File: src/rtl/interrupt_sequencer_pkg.sv
// rtl/interrupt_sequencer_pkg.sv - shared state encoding and constants for the interrupt sequencer
package interrupt_sequencer_pkg;

    localparam int STACK_WORD_W = 16;

    // Reset/interrupt vector, also used by the PC mux.
    localparam logic [31:0] DEFAULT_INT_VECTOR = 32'h0000_0000;

    typedef logic [3:0] seq_state_t;

    localparam logic [3:0] ST_IDLE       = 4'd0;
    localparam logic [3:0] ST_DRAIN      = 4'd1;
    localparam logic [3:0] ST_PUSH_PC_HI = 4'd2;
    localparam logic [3:0] ST_PUSH_PC_LO = 4'd3;
    localparam logic [3:0] ST_PUSH_FLAGS = 4'd4;
    localparam logic [3:0] ST_LOAD_VEC   = 4'd5;
    localparam logic [3:0] ST_POP_FLAGS  = 4'd6;
    localparam logic [3:0] ST_POP_PC_LO  = 4'd7;
    localparam logic [3:0] ST_POP_PC_HI  = 4'd8;
    localparam logic [3:0] ST_RESUME     = 4'd9;

endpackage

File: src/rtl/interrupt_sequencer_int_edge_latch.sv
// rtl/interrupt_sequencer_int_edge_latch.sv - rising-edge detect on the interrupt line with a sticky pending flag
module int_edge_latch (
    input  logic i_clk,
    input  logic i_reset,
    input  logic i_int,
    input  logic i_clear,
    output logic o_pending
);

    logic int_d_q;
    logic int_d_d;
    logic pending_q;
    logic pending_d;

    // A new edge wins over a clear in the same cycle so no request is lost.
    always_comb begin
        int_d_d   = i_int;
        pending_d = (i_int & ~int_d_q) | (pending_q & ~i_clear);
    end

    always_ff @(posedge i_clk) begin
        if (i_reset) begin
            int_d_q   <= 1'b0;
            pending_q <= 1'b0;
        end else begin
            int_d_q   <= int_d_d;
            pending_q <= pending_d;
        end
    end

    assign o_pending = pending_q;

endmodule

File: src/rtl/interrupt_sequencer.sv
// rtl/interrupt_sequencer.sv - sequences interrupt entry (push PC/flags, vector) and RTI return (pop, resume)
module interrupt_sequencer
    import interrupt_sequencer_pkg::*;
#(
    parameter int                  PC_WIDTH   = 32,
    parameter int                  FLAG_WIDTH = 3,
    parameter logic [PC_WIDTH-1:0] INT_VECTOR = DEFAULT_INT_VECTOR
) (
    input  logic                    i_clk,
    input  logic                    i_reset,
    input  logic                    i_int,
    input  logic                    i_rti,
    input  logic                    i_branch_decision,
    input  logic                    i_mem_busy,
    input  logic [PC_WIDTH-1:0]     i_pc_next,
    input  logic [FLAG_WIDTH-1:0]   i_flags,
    input  logic [15:0]             i_mem_rdata,
    output logic                    o_stall_f,
    output logic                    o_flush_f_d,
    output logic                    o_flush_d_em,
    output logic                    o_mem_req,
    output logic                    o_mem_we,
    output logic [15:0]             o_mem_wdata,
    output logic                    o_sp_dec,
    output logic                    o_sp_inc,
    output logic                    o_pc_load,
    output logic [PC_WIDTH-1:0]     o_pc_value,
    output logic                    o_flags_load,
    output logic [FLAG_WIDTH-1:0]   o_flags_value,
    output logic                    o_busy,
    output logic                    o_int_ack
);

    seq_state_t                    state_q, state_d;
    logic [PC_WIDTH-1:0]           pc_saved_q, pc_saved_d;
    logic [FLAG_WIDTH-1:0]         flags_saved_q, flags_saved_d;
    logic [FLAG_WIDTH-1:0]         flags_pop_q, flags_pop_d;
    logic [STACK_WORD_W-1:0]       lo_q, lo_d;
    logic [STACK_WORD_W-1:0]       hi_q, hi_d;
    logic                          pending;
    logic                          accept;

    int_edge_latch u_edge (
        .i_clk     (i_clk),
        .i_reset   (i_reset),
        .i_int     (i_int),
        .i_clear   (accept),
        .o_pending (pending)
    );

    // RTI outranks a pending interrupt; entry also waits for the EM stage to be quiet.
    assign accept = (state_q == ST_IDLE) && !i_rti && pending
                    && !i_branch_decision && !i_mem_busy;

    always_comb begin
        state_d       = state_q;
        pc_saved_d    = pc_saved_q;
        flags_saved_d = flags_saved_q;
        flags_pop_d   = flags_pop_q;
        lo_d          = lo_q;
        hi_d          = hi_q;
        case (state_q)
            ST_IDLE: begin
                if (i_rti) begin
                    state_d = ST_POP_FLAGS;
                end else if (accept) begin
                    state_d = ST_DRAIN;
                end
            end
            ST_DRAIN: begin
                pc_saved_d    = i_pc_next;
                flags_saved_d = i_flags;
                state_d       = ST_PUSH_PC_HI;
            end
            ST_PUSH_PC_HI: state_d = ST_PUSH_PC_LO;
            ST_PUSH_PC_LO: state_d = ST_PUSH_FLAGS;
            ST_PUSH_FLAGS: state_d = ST_LOAD_VEC;
            ST_LOAD_VEC:   state_d = ST_IDLE;
            ST_POP_FLAGS: begin
                flags_pop_d = i_mem_rdata[FLAG_WIDTH-1:0];
                state_d     = ST_POP_PC_LO;
            end
            ST_POP_PC_LO: begin
                lo_d    = i_mem_rdata;
                state_d = ST_POP_PC_HI;
            end
            ST_POP_PC_HI: begin
                hi_d    = i_mem_rdata;
                state_d = ST_RESUME;
            end
            ST_RESUME:     state_d = ST_IDLE;
            default:       state_d = ST_IDLE;
        endcase
    end

    always_ff @(posedge i_clk) begin
        if (i_reset) begin
            state_q       <= ST_IDLE;
            pc_saved_q    <= '0;
            flags_saved_q <= '0;
            flags_pop_q   <= '0;
            lo_q          <= '0;
            hi_q          <= '0;
        end else begin
            state_q       <= state_d;
            pc_saved_q    <= pc_saved_d;
            flags_saved_q <= flags_saved_d;
            flags_pop_q   <= flags_pop_d;
            lo_q          <= lo_d;
            hi_q          <= hi_d;
        end
    end

    // Outputs are silenced while reset is held so an aborted sequence never touches memory.
    always_comb begin
        o_stall_f     = 1'b0;
        o_flush_f_d   = 1'b0;
        o_flush_d_em  = 1'b0;
        o_mem_req     = 1'b0;
        o_mem_we      = 1'b0;
        o_mem_wdata   = '0;
        o_sp_dec      = 1'b0;
        o_sp_inc      = 1'b0;
        o_pc_load     = 1'b0;
        o_pc_value    = '0;
        o_flags_load  = 1'b0;
        o_flags_value = '0;
        o_busy        = 1'b0;
        o_int_ack     = 1'b0;
        if (!i_reset) begin
            o_busy    = (state_q != ST_IDLE);
            o_int_ack = accept;
            case (state_q)
                ST_DRAIN: begin
                    o_stall_f    = 1'b1;
                    o_flush_f_d  = 1'b1;
                    o_flush_d_em = 1'b1;
                end
                ST_PUSH_PC_HI, ST_PUSH_PC_LO, ST_PUSH_FLAGS: begin
                    o_stall_f    = 1'b1;
                    o_flush_f_d  = 1'b1;
                    o_flush_d_em = 1'b1;
                    o_mem_req    = 1'b1;
                    o_mem_we     = 1'b1;
                    o_sp_dec     = 1'b1;
                    if (state_q == ST_PUSH_PC_HI) begin
                        o_mem_wdata = pc_saved_q[PC_WIDTH-1 -: STACK_WORD_W];
                    end else if (state_q == ST_PUSH_PC_LO) begin
                        o_mem_wdata = pc_saved_q[STACK_WORD_W-1:0];
                    end else begin
                        o_mem_wdata = STACK_WORD_W'(flags_saved_q);
                    end
                end
                ST_LOAD_VEC: begin
                    o_pc_load   = 1'b1;
                    o_pc_value  = INT_VECTOR;
                    o_flush_f_d = 1'b1;
                end
                ST_POP_FLAGS, ST_POP_PC_LO, ST_POP_PC_HI: begin
                    o_stall_f    = 1'b1;
                    o_flush_f_d  = 1'b1;
                    o_flush_d_em = 1'b1;
                    o_mem_req    = 1'b1;
                    o_sp_inc     = 1'b1;
                end
                ST_RESUME: begin
                    o_pc_load     = 1'b1;
                    o_pc_value    = PC_WIDTH'({hi_q, lo_q});
                    o_flags_load  = 1'b1;
                    o_flags_value = flags_pop_q;
                    o_flush_f_d   = 1'b1;
                end
                default: ;
            endcase
        end
    end

endmodule
File: config.mk
export PLATFORM = sky130hd
export DESIGN_NAME = interrupt_sequencer
export DESIGN_NICKNAME = d
export VERILOG_FILES = /design/src/rtl/interrupt_sequencer_pkg.sv /design/src/rtl/interrupt_sequencer_int_edge_latch.sv /design/src/rtl/interrupt_sequencer.sv
export SDC_FILE = /design/constraint.sdc
export NUM_CORES = 1
export LEC_CHECK = 0
export BUFFER_PORTS_ARGS = -buffer_cell sky130_fd_sc_hd__buf_2
export CAP_MARGIN = 25
export CORE_UTILIZATION = 29
export CTS_BUF_LIST = sky130_fd_sc_hd__clkbuf_4
export CTS_CLUSTER_SIZE = 30
export DETAILED_ROUTE_END_ITERATION = 10
export GPL_ROUTABILITY_DRIVEN = 1
export PLACE_DENSITY = 0.53
export SLEW_MARGIN = 20
export SYNTH_ARGS = -nofsm -noshare
export SYNTH_HDL_FRONTEND = slang
export SYNTH_SLANG_ARGS = --single-unit
File: constraint.sdc
create_clock -name i_clk -period 2.9 [get_ports i_clk]
set_clock_uncertainty 0.2 [all_clocks]
set_input_delay 0.58 -clock i_clk [delete_from_list [all_inputs] [get_ports i_clk]]
set_output_delay 0.58 -clock i_clk [all_outputs]
set_load 0.02 [all_outputs]
== After elaboration in Yosys (flattened, before gate mapping) ==
Cells that the tools add are included.

* Logic and storage cells: 65
* Register bits: 76
* RAM bits: 0
* Latch bits: 0
* Memories kept: 0
* Bits in read-only memories: 0
* Input bits: 57
* Output and inout port bits: 62

* Bitwise operators: 5
* Equality and inequality tests: 10
* $lt $le $gt $ge: 0
* Reduce and logical (&&, ||, !) cells: 15
* Div/mod/pow operators: 0
* Shift operators: 0
* $mul: 0
* Mux-type cells: 27
* Add/sub/neg operators: 0

{| class="wikitable"
|+ Operators by type and width
! cell !! count
|-
| $mux W16 || 4
|-
| $mux W32 || 2
|-
| $pmux W4 S8 || 1
|-
| $eq A4 B3 Y1 const B || 4
|-
| $mux W1 || 16
|-
| $reduce_or A9 Y1 || 1
|-
| $eq A4 B2 Y1 const B || 2
|-
| $eq A4 B4 Y1 const B || 2
|-
| $mux W4 || 2
|-
| $reduce_or A7 Y1 || 1
|-
| $mux W3 || 2
|-
| $reduce_or A3 Y1 || 2
|-
| $reduce_or A6 Y1 || 1
|-
| $eq A4 B1 Y1 const B || 1
|-
| $logic_and A1 B1 Y1 || 4
|-
| $logic_not A4 Y1 || 1
|-
| $reduce_bool A4 Y1 || 1
|-
| $logic_not A1 Y1 || 3
|-
| $ne A3 B2 Y1 const B || 1
|-
| $and A1 B1 Y1 || 2
|-
| $not A1 Y1 || 2
|-
| $reduce_or A2 Y1 || 1
|-
| $or A1 B1 Y1 || 1
|}

== Longest topological paths before layout ==
* Word-level depth: 8
* Depth in mapped cells: 6
* Mapped depth without buffers: 3

== Modules after synthesis ==
Synthesis repeated with hierarchy kept, for this count alone.

* Cell total of the unflattened synthesis: 450
* Area, all modules: 3492.1 sq um

{| class="wikitable"
|+ By module, submodules not included
! module !! sequential area each (sq um) !! area each (sq um) !! times used !! cells an instance
|-
| interrupt_sequencer || 1481.4 || 3424.5 || 1 || 444
|-
| int_edge_latch || 40.0 || 67.6 || 1 || 6
|}

== Least setup slack after synthesis ==
No wires, ideal clock.

* Path kind: input port to output port
* Start: in i_reset
* End: out o_mem_wdata[0]
* Path slack: 0.064 ns
* Stages on the path: 4
* Buffers on the path: 1
* Arrival: 2.056 ns
* Required time: 2.120 ns
* Path through: clkbuf_1 nor2_1 o21ai_2 a2111oi_0

* Longest elaborated chain between the ends: 1

{| class="wikitable"
|+ RTL lines
! element !! line !! text
|-
| from (decl) || interrupt_sequencer.sv:10 || <nowiki>input logic i_reset,</nowiki>
|-
| $mux W16 || interrupt_sequencer.sv:130 || <nowiki>if (!i_reset) begin</nowiki>
|-
| to (decl) || interrupt_sequencer.sv:23 || <nowiki>output logic [15:0] o_mem_wdata,</nowiki>
|}

No other way between the ends.

== Worst setup path after layout ==
* Start: reg state_q[0]
* End: out o_int_ack

* Longest elaborated chain between the ends: 6

{| class="wikitable"
|+ RTL lines
! element !! line !! text
|-
| from (decl) || interrupt_sequencer.sv:34 || <nowiki>seq_state_t state_q, state_d;</nowiki>
|-
| from (signal assigned) || interrupt_sequencer.sv:105 || <nowiki>state_q <= state_d;</nowiki>
|-
| $logic_not A4 Y1 || interrupt_sequencer.sv:52 || <nowiki>assign accept = (state_q == ST_IDLE) && !i_rti && pending</nowiki>
|-
| $logic_and A1 B1 Y1 (2 in a row) || interrupt_sequencer.sv:52 ||
|-
| $logic_and A1 B1 Y1 (2 in a row) || interrupt_sequencer.sv:53 || <nowiki>&& !i_branch_decision && !i_mem_busy;</nowiki>
|-
| $mux W1 || interrupt_sequencer.sv:130 ||
|-
| to (decl) || interrupt_sequencer.sv:31 || <nowiki>output logic o_int_ack</nowiki>
|}

No other way between the ends.

==> flow_summary.ini <==
[outcome]
outcome = finished with violations
violations = DRC

[job]
maxCapViolCount = 0

[place]
port_buffers = 118
routabilityCongestion = 0.771
hpwlAfterDp_um = 6320

[setup_path]
required_ns = 2.12
worstSetupPathType = reg -> out
cp.arrival_ns = 2.01
reg2regPathDepth = 5
timing.rr.start = state_q[3]$_SDFFE_PP0P_
start_kind = flip-flop
timing.critical_path.to_type = output pin
rrSetupSlack_ns = 0.76
worst-path-max-fanout = 7
regToRegEndpoint = hi_q[2]$_SDFFE_PP0N_

[clocking]
cts.sinks = 76
ctsRootBufferMaster = sky130_fd_sc_hd__clkbuf_4
total_cts_buffers = 9
cts_tree = done
clk_path_buf_depth = 2
cts_hold_repair.buffers = 0
clock_latency_ns = 0.43
worst_setup_hold_path_clk_slew_ns = 0.12
h_tree_depth = 3

[yosys]
synth.area.mux_share = 0.0143
synth-simple-area-share = 0.331
share_of_the_synthesized_area_in_compound_gates_ao_oa_aoi_oai = 0.153
yosys_warnings = 0
synth_adder_area_share = 0
synth-seq-cells = 76
synthCells = 448
combined_area_of_all_synthesized_cells_mm2 = 0.00349
synth-seq-area-share = 0.436
synth.avg_cell_area_um2 = 7.79
largest_family_of_logic_cells_by_synthesized_area = simple AND/OR/NAND/NOR gates
synth-xor-area-share = 0.00251
syn-num-nets = 505
yosysUniqueCellTypes = 38

[routing]
via_count = 3328
antenna_left = 0
avgRoutedWirePerCell_um = 13.1
drcViolationCount = 9
avgViaCountPerCell = 4.73
drt_pre_antenna_iters = 7
drt_iter0_markers = 172
detail_route.wirelength_um = 9250

[cells_and_area]
antenna_cells = 0
drive_above_1_share = 0.296
areaGrowthSynthToFinish_pct = 23.8
final_nets = 615
mostFrequentLayoutCell = sky130_fd_sc_hd__nand2_1
final_cell_mix = sky130_fd_sc_hd__nand2_1 (136), sky130_fd_sc_hd__buf_2 (117), sky130_fd_sc_hd__dfxtp_1 (72), sky130_fd_sc_hd__a21oi_1 (70), sky130_fd_sc_hd__and2_1 (35)
postLayoutCoreUtil = 0.374

[floorplanning]
design.portCount = 119
placement_rows = 39
initial_utilization = 0.302
fp.dieArea_mm2 = 0.0125
fp.coreArea_mm2 = 0.0116
fp.dieH_um = 112
die_width_um = 112

[timing]
final-hold-violation-count = 0
final_min_period_over_clock_period = 0.961
final-setup-viol-count = 0
slew_headroom = 0.566
max_freq_mhz = 359
tightest_slew_ns = 0.650
rsz0062_at_grt = no
final.setup.tns_ns = 0
slew_viol_final = 0
finalWorstPathRequiredPeriod_ns = 2.79

[grt]
antenna_found_initial = 0
gr-usage-all-layers = 0.153
first_global_vias = 3120
global_route.overflow_total = 0
grt_pass1_wl_um = 15100
largest_net_degree_at_the_start_of_global_routing = 49

[hold_path]
min_delay_worst_endpoint = pc_saved_q[20]$_SDFFE_PP0P_
worst_hold_path.num_cells = 3
hold_class = in -> reg
hold_start = i_pc_next[20]

[power]
vdd_ir_drop_max_v = 0.000269
power.static_leakage_uw = 0.00178
cellPowerDensity_mw_per_mm2 = 497
-- stage by stage --
stage	hold WS (ns)	instances	instance area, µm²	setup WS (ns)	total power [µW]
global route	0.129	704	4320	0.00306	2290
global placement	0.237	688	4180	0.448	1630
detailed placement	0.243	688	4180	0.400	1630
floorplan	0.232	448	3490	0.0642	1500
CTS	0.115	703	4310	0.0475	2180
finish	0.164	704	4320	0.114	2150
-- worst max-delay path by stage --
stage / start / to / slack, ns / depth (start not counted)
after global routing: state_q[0]$_SDFFE_PP0P_ / o_int_ack / 0.003 / 4
after global placement: state_q[2]$_SDFFE_PP0P_ / o_int_ack / 0.45 / 4
after CTS: state_q[0]$_SDFFE_PP0P_ / o_mem_wdata[2] / 0.05 / 6
after floorplan: i_reset / o_mem_wdata[0] / 0.06 / 4
after detailed placement: state_q[2]$_SDFFE_PP0P_ / o_int_ack / 0.40 / 4
final: state_q[0]$_SDFFE_PP0P_ / o_int_ack / 0.11 / 4
-- per-layer routing --
metal | wire [µm] | track usage | up-vias
met5 | 0 | 0 | -
met1 | 4440 | 0.197 | 1511
li1 | - | - | 1694
met3 | 608 | 0.0446 | 14
met2 | 4040 | 0.236 | 109
met4 | 169 | 0.0676 | 0
-- flip-flops by register name (all words and copies together) (netlist names) --
name / flops
lo_q: 16
flags_saved_q: 3
hi_q: 16
state_q: 4
flags_pop_q: 3
pc_saved_q: 32
u_edge.int_d_q: 1
u_edge.o_pending: 1
-- cell families (layout without fill, tap and decap cells) --
kind of cell              Yosys count  count (layout)
AOI/OAI and AO/OA                  94              94
muxes                               5               5
xor gates and xnor gates            1               1
buffers and inverters              42             155
and+or+nand+nor                   230             230
DFF                                76              76
-- timing repair --
action | in CTS | in global routing
gates cloned | 0 | 0
setup endpoints to repair | 42 | 3
gates resized for setup | 9 | 2
pin swaps | 1 | 1
setup buffers | 1 | 1
-- cells in the mapped netlist --
master                      count  share of area
sky130_fd_sc_hd__o21ai_2        1         0.0025
sky130_fd_sc_hd__a22oi_1       13          0.028
sky130_fd_sc_hd__mux2i_1        5          0.014
sky130_fd_sc_hd__a211oi_1       2         0.0043
sky130_fd_sc_hd__nor2_1        25          0.027
sky130_fd_sc_hd__and4b_1        1         0.0029
sky130_fd_sc_hd__o21bai_1       4         0.0086
sky130_fd_sc_hd__buf_2         15          0.022
sky130_fd_sc_hd__and3_1         1         0.0018
sky130_fd_sc_hd__nor4b_4        3          0.020
sky130_fd_sc_hd__inv_2          1         0.0011
sky130_fd_sc_hd__nand2_1      136           0.15
sky130_fd_sc_hd__nand4b_1       1         0.0025
sky130_fd_sc_hd__nor4_1         1         0.0018
sky130_fd_sc_hd__nor3b_1        6          0.013
sky130_fd_sc_hd__xnor2_1        1         0.0025
sky130_fd_sc_hd__o21ai_1        1         0.0014
sky130_fd_sc_hd__or4b_1         3         0.0086
sky130_fd_sc_hd__a2111oi_0      2         0.0050
sky130_fd_sc_hd__and4bb_2       1         0.0036
sky130_fd_sc_hd__and2_1        35          0.063
sky130_fd_sc_hd__nand2b_1       1         0.0018
sky130_fd_sc_hd__nand4bb_1      1         0.0032
sky130_fd_sc_hd__nor2b_1        7          0.013
sky130_fd_sc_hd__nor3_1         3         0.0043
sky130_fd_sc_hd__nor3b_2        1         0.0036
sky130_fd_sc_hd__nor4_4         1         0.0061
sky130_fd_sc_hd__dfxtp_1       76           0.44
sky130_fd_sc_hd__a21oi_1       70           0.10
sky130_fd_sc_hd__buf_6          3         0.0097
sky130_fd_sc_hd__and4bb_1       1         0.0036
sky130_fd_sc_hd__and3b_1        1         0.0025
sky130_fd_sc_hd__a32o_1         1         0.0029
sky130_fd_sc_hd__clkbuf_1      13          0.014
sky130_fd_sc_hd__buf_1          1         0.0011
sky130_fd_sc_hd__inv_1          3         0.0032
sky130_fd_sc_hd__nor4b_1        1         0.0025
sky130_fd_sc_hd__buf_4          6          0.013
-- worst max-delay path, cell delays in order, from the launching register on --
cell	delay (ns)
sky130_fd_sc_hd__dfxtp_4	0.39
sky130_fd_sc_hd__nor4_4	0.33
sky130_fd_sc_hd__or4b_4	0.51
sky130_fd_sc_hd__nor3b_2	0.18
sky130_fd_sc_hd__buf_4	0.16
-- final cells by class --
class	count	area, µm²
clock buffers	11	82.6
clock inverters	3	16.3
fillers	1238	7240
inverters	4	15.0
multi-input cells	330	1760
flip-flops and latches	76	1530
well taps	143	179
repair buffers	137	739
-- report_power, final --
group	internal (µW)	switching, µW	leakage [µW]	total (µW)
clock	182	355	0.0000562	538
sequential	1110	51.0	0.000618	1160
combinational	187	269	0.00110	456
total	1480	675	0.00178	2150
(Power assumes the default switching activity.)
